$ cat src/rtl/dense_ctrl.sv
// rtl/dense_ctrl.sv - fully-connected layer sequencer: bias load, MAC over inputs, saturating fixed-point writeback
module dense_ctrl #(
    parameter int IN_COUNT  = 10,
    parameter int OUT_COUNT = 3,
    parameter int DATA_SIZE = 16,
    parameter int FRAC_BITS = 8,
    parameter int RELU      = 1,
    localparam int IA = (IN_COUNT > 1) ? $clog2(IN_COUNT) : 1,
    localparam int WA = (IN_COUNT * OUT_COUNT > 1) ? $clog2(IN_COUNT * OUT_COUNT) : 1,
    localparam int OA = (OUT_COUNT > 1) ? $clog2(OUT_COUNT) : 1
) (
    input  logic                        clk,
    input  logic                        rst,
    input  logic                        start,
    output logic                        busy,
    output logic                        done,
    output logic [IA-1:0]               bufferIn_adr,
    input  logic signed [DATA_SIZE-1:0] bufferIn_data,
    output logic [WA-1:0]               weightAdr,
    input  logic signed [DATA_SIZE-1:0] weightData,
    output logic [OA-1:0]               biasAdr,
    input  logic signed [DATA_SIZE-1:0] biasData,
    output logic [OA-1:0]               bufferOut_adr,
    output logic [DATA_SIZE-1:0]        bufferOut_data,
    output logic                        bufferOut_wr
);

    localparam int ACCW = 2 * DATA_SIZE + $clog2(IN_COUNT) + 1;

    typedef enum logic [2:0] {S_IDLE, S_BIAS, S_MAC, S_WRITE, S_DONE} state_t;

    state_t                   r_state, w_state_nxt;
    logic [IA-1:0]            r_i, w_i_nxt;
    logic [OA-1:0]            r_j, w_j_nxt;
    logic [WA-1:0]            r_wbase, w_wbase_nxt;
    logic signed [ACCW-1:0]   r_acc, w_acc_nxt;

    logic signed [2*DATA_SIZE-1:0] w_prod;
    logic signed [ACCW-1:0]        w_prod_ext;
    logic signed [ACCW-1:0]        w_bias_ext;
    logic signed [ACCW-1:0]        w_shift;
    logic [ACCW-DATA_SIZE:0]       w_top;
    logic [DATA_SIZE-1:0]          w_sat;

    assign w_prod     = bufferIn_data * weightData;
    assign w_prod_ext = ACCW'(w_prod);
    assign w_bias_ext = ACCW'(biasData) <<< FRAC_BITS;
    assign w_shift    = r_acc >>> FRAC_BITS;
    assign w_top      = w_shift[ACCW-1:DATA_SIZE-1];

    // Bits above the result sign must all match the sign, otherwise clip to the rail
    always_comb begin
        w_sat = w_shift[DATA_SIZE-1:0];
        if (!w_shift[ACCW-1] && (|w_top)) begin
            w_sat = {1'b0, {(DATA_SIZE-1){1'b1}}};
        end else if (w_shift[ACCW-1] && !(&w_top)) begin
            w_sat = {1'b1, {(DATA_SIZE-1){1'b0}}};
        end
        if ((RELU != 0) && w_sat[DATA_SIZE-1]) begin
            w_sat = '0;
        end
    end

    always_comb begin
        w_state_nxt    = r_state;
        w_i_nxt        = r_i;
        w_j_nxt        = r_j;
        w_wbase_nxt    = r_wbase;
        w_acc_nxt      = r_acc;
        busy           = 1'b1;
        done           = 1'b0;
        bufferOut_wr   = 1'b0;
        bufferIn_adr   = '0;
        weightAdr      = '0;
        biasAdr        = '0;
        bufferOut_adr  = '0;
        bufferOut_data = '0;
        case (r_state)
            S_IDLE: begin
                busy = 1'b0;
                if (start) begin
                    w_state_nxt = S_BIAS;
                    w_j_nxt     = '0;
                    w_wbase_nxt = '0;
                end
            end
            S_BIAS: begin
                biasAdr     = r_j;
                weightAdr   = r_wbase;
                w_i_nxt     = '0;
                w_state_nxt = S_MAC;
            end
            S_MAC: begin
                // Data for element r_i arrives now; addresses run one element ahead
                w_acc_nxt = (r_i == '0) ? (w_bias_ext + w_prod_ext) : (r_acc + w_prod_ext);
                if (r_i == IA'(IN_COUNT - 1)) begin
                    w_state_nxt = S_WRITE;
                end else begin
                    w_i_nxt      = r_i + 1'b1;
                    bufferIn_adr = r_i + 1'b1;
                    weightAdr    = r_wbase + WA'(r_i) + 1'b1;
                end
            end
            S_WRITE: begin
                bufferOut_wr   = 1'b1;
                bufferOut_adr  = r_j;
                bufferOut_data = w_sat;
                if (r_j == OA'(OUT_COUNT - 1)) begin
                    w_state_nxt = S_DONE;
                end else begin
                    w_j_nxt     = r_j + 1'b1;
                    w_wbase_nxt = r_wbase + WA'(IN_COUNT);
                    w_state_nxt = S_BIAS;
                end
            end
            S_DONE: begin
                done        = 1'b1;
                w_state_nxt = S_IDLE;
            end
            default: w_state_nxt = S_IDLE;
        endcase
    end

    always_ff @(posedge clk) begin
        if (rst) begin
            r_state <= S_IDLE;
            r_i     <= '0;
            r_j     <= '0;
            r_wbase <= '0;
            r_acc   <= '0;
        end else begin
            r_state <= w_state_nxt;
            r_i     <= w_i_nxt;
            r_j     <= w_j_nxt;
            r_wbase <= w_wbase_nxt;
            r_acc   <= w_acc_nxt;
        end
    end

endmodule

$ cat config.mk
export PLATFORM = sky130hd
export DESIGN_NAME = dense_ctrl
export DESIGN_NICKNAME = d
export VERILOG_FILES = /design/src/rtl/dense_ctrl.sv
export SDC_FILE = /design/constraint.sdc
export NUM_CORES = 1
export LEC_CHECK = 0
export CAP_MARGIN = 20
export CORE_MARGIN = 2
export CORE_UTILIZATION = 33
export DETAILED_ROUTE_END_ITERATION = 12
export PLACE_DENSITY = 0.56
export SETUP_SLACK_MARGIN = 0.2
export SLEW_MARGIN = 5
export SYNTH_ARGS = -nofsm -noshare
export SYNTH_HDL_FRONTEND = slang
export SYNTH_SLANG_ARGS = --single-unit
$ cat constraint.sdc
create_clock -name clk -period 8.46 [get_ports clk]
set_input_delay 1.692 -clock clk [delete_from_list [all_inputs] [get_ports clk]]
set_output_delay 1.692 -clock clk [all_outputs]
set_load 0.01 [all_outputs]
==> reports/results.ini <==
[synth]
ys_top_cells_by_count=inv_1, fa_1, nand2_1, ha_1, and2_1
async_flop_share_pct=0
ys_ff_latch=50
synth_cell_types=68
synth_edf_count=0
synth-seq-area-share_pct=6.61
netlist.area_leader.share_pct=35.0
yosys_warnings=0
synth_most_common_cell=inv_1
syn_area_um2=15100
synth_top_cell_by_area=fa_1
synthFlopType=dfxtp_1
avgSynthCellArea_um2=8.38
synth_area_leaders=fa_1, ha_1, inv_1
syn_nets=2272
syn_inst=1806

[finish]
final.fill_count=4441
drive_above_1_share_pct=29.0
nets=2680
regArea_um2=1000
multi_input_area_um2=13700
stdcell_area_um2=20700
area_growth_pct=36.7

[placement]
placed_cell_area_um2=19200
portBuffers=81
gp_congestion=0.886
dp_hpwl_um=36100

[die]
start_util_pct=33.4
ios=83
fp.dieW_um=218
dieArea_um2=47600
dieHeight_um=218
num_rows=78
core_area_um2=45300

[critical_path]
slowest_stage=fa_2
crit_path_start_kind=input port
cp.required_ns=8.71
max_stage_delay_ns=0.56
critPathMaxFanout=6
critPathKind=in2reg
end_kind=flop
crit_arrival_ns=8.96
crit_path_frequent_cell=fa_1

[hold_path]
min_path_type=reg2reg

[outcome]
outcome=finished with violations
failed_checks=negative setup slack

[global_route]
grt_pass1_wl_um=74500
grt_max_degree=51
grt_pass1_vias=14462
track_usage_pct=19.3
antenna_found_initial=0
gr-total-overflow=0

[route]
firstDrtPassIters=5
first_iter_violations=443
drtAntennaViolNets=0
wirelength_um=44200
vias=13480
wl_per_cell_um=15.7
drc_errors=0
drt-vias-per-instance=4.79

[cts]
cts_tree=done
numCtsBuffers=5
insertion_delay_ns=0.32
clockBufferDepth=2
cts.clk_slew.worst_paths_ns=0.09
h-tree-depth=2
numClockSinks=50
clockRootBuffer=clkbuf_16
ctsHoldBuffers=0

[timing]
setup_violations=11
post-route-period-util_pct=103
skew_ns=0.00962
max-slew-margin-rel_pct=32.7
max_freq_ghz=0.115
maxSlewViolCount=0
hold_viol_final=0
setup_slack_ns=-0.257
rsz0062_at_grt=yes
holdWs_ns=0.477
tightestPinTransition_ns=1.01
timing.final.crit_period_ns=8.72

[job]
cap_violations=0

[path summary, 6_finish.rpt]
kind                     from        end  slack, ns  cells after the start
max          bufferIn_data[7]  r_acc[31]      -0.26                     32
min reg2reg          r_acc[2]   r_acc[2]       0.48                      2
min                  r_acc[2]   r_acc[2]       0.48                      2
max reg2reg          r_acc[0]  r_acc[26]       5.39                     13
[layer usage]
metal | global-route usage (%) | part of all wire (%) | routed length [um] | vias up
met5 | 0 | 0 | 0 | -
met4 | 4.56 | 2.2 | 955 | 0
met3 | 1.38 | 2.5 | 1110 | 59
met2 | 33.4 | 49 | 21600 | 189
met1 | 26.3 | 47 | 20600 | 6614
li1 | - | - | - | 6618
[logic make-up after synthesis]
logic type	Yosys count	synth area share [%]
adder cells (fa/ha/maj)	415	47.4
XOR/XNOR	84	4.86
AO/OA/AOI/OAI	343	14.6
AND/OR/NAND/NOR	541	17.2
flip-flops	50	6.61
other	1	0.0248
multiplexers	2	0.132
buffers and inverters	370	9.20
[cell usage in the layout (no fill, tap or decap), types with 20 or more instances in the layout]
master	instances
a21o_1	30
nor2_1	96
xnor2_1	47
o21ai_0	51
inv_1	276
a21oi_1	89
o21ai_1	20
dfxtp_1	50
and2_1	106
buf_6	64
fa_1	246
ha_1	126
nand2_1	188
ha_4	22
and2_4	25
nor3_1	29
buf_4	320
clkdlybuf4s50_1	50
xor2_1	27
inv_2	31
[what timing repair did]
item / in CTS / in global routing
endpoints found under the hold margin: 0 / 0
gates cloned: 5 / 0
setup buffers: 39 / 8
pin swaps: 147 / 68
setup endpoints to repair: 23 / 22
resized for setup: 316 / 109
[state kept, by name, summed over array words and instances (netlist names)]
register,flops
r_state,3
r_i,4
r_j,2
r_wbase,4
r_acc,37
[through the flow]
| stage | worst slack, ns | cells | utilization, % | setup TNS (ns) |
|---|---|---|---|---|
| after floorplan | -0.175 | 1806 | - | -0.541 |
| after global placement | -1.24 | 2754 | 42.4 | -19.33 |
| after detailed placement | -1.31 | 2755 | 42.4 | -19.74 |
| after CTS | -0.228 | 2807 | 44.8 | -1.71 |
| after global routing | -0.555 | 2815 | 45.7 | -6.06 |
| final | -0.257 | 2816 | 45.7 | -1.79 |
[area by class of cell]
class | instances | area share [%]
well taps | 600 | 3.63
inverters | 310 | 5.66
diodes | 1 | 0.0121
repair buffers | 461 | 18.7
clock inverters | 3 | 0.139
clock buffers | 5 | 0.605
flip-flops and latches | 50 | 4.84
multi-input cells | 1386 | 66.4
[worst max-delay path: cells and delay by family]
family | cells | cell delay, ns
AO/OA/AOI/OAI | 15 | 2.50
XOR/XNOR | 1 | 0.18
AND/OR/NAND/NOR | 2 | 0.29
adder cells (fa/ha/maj) | 8 | 3.61
buffers and inverters | 6 | 0.65
Power is not shown: default switching activity piles up to over one toggle a cycle in this logic, so the estimate is an artifact.
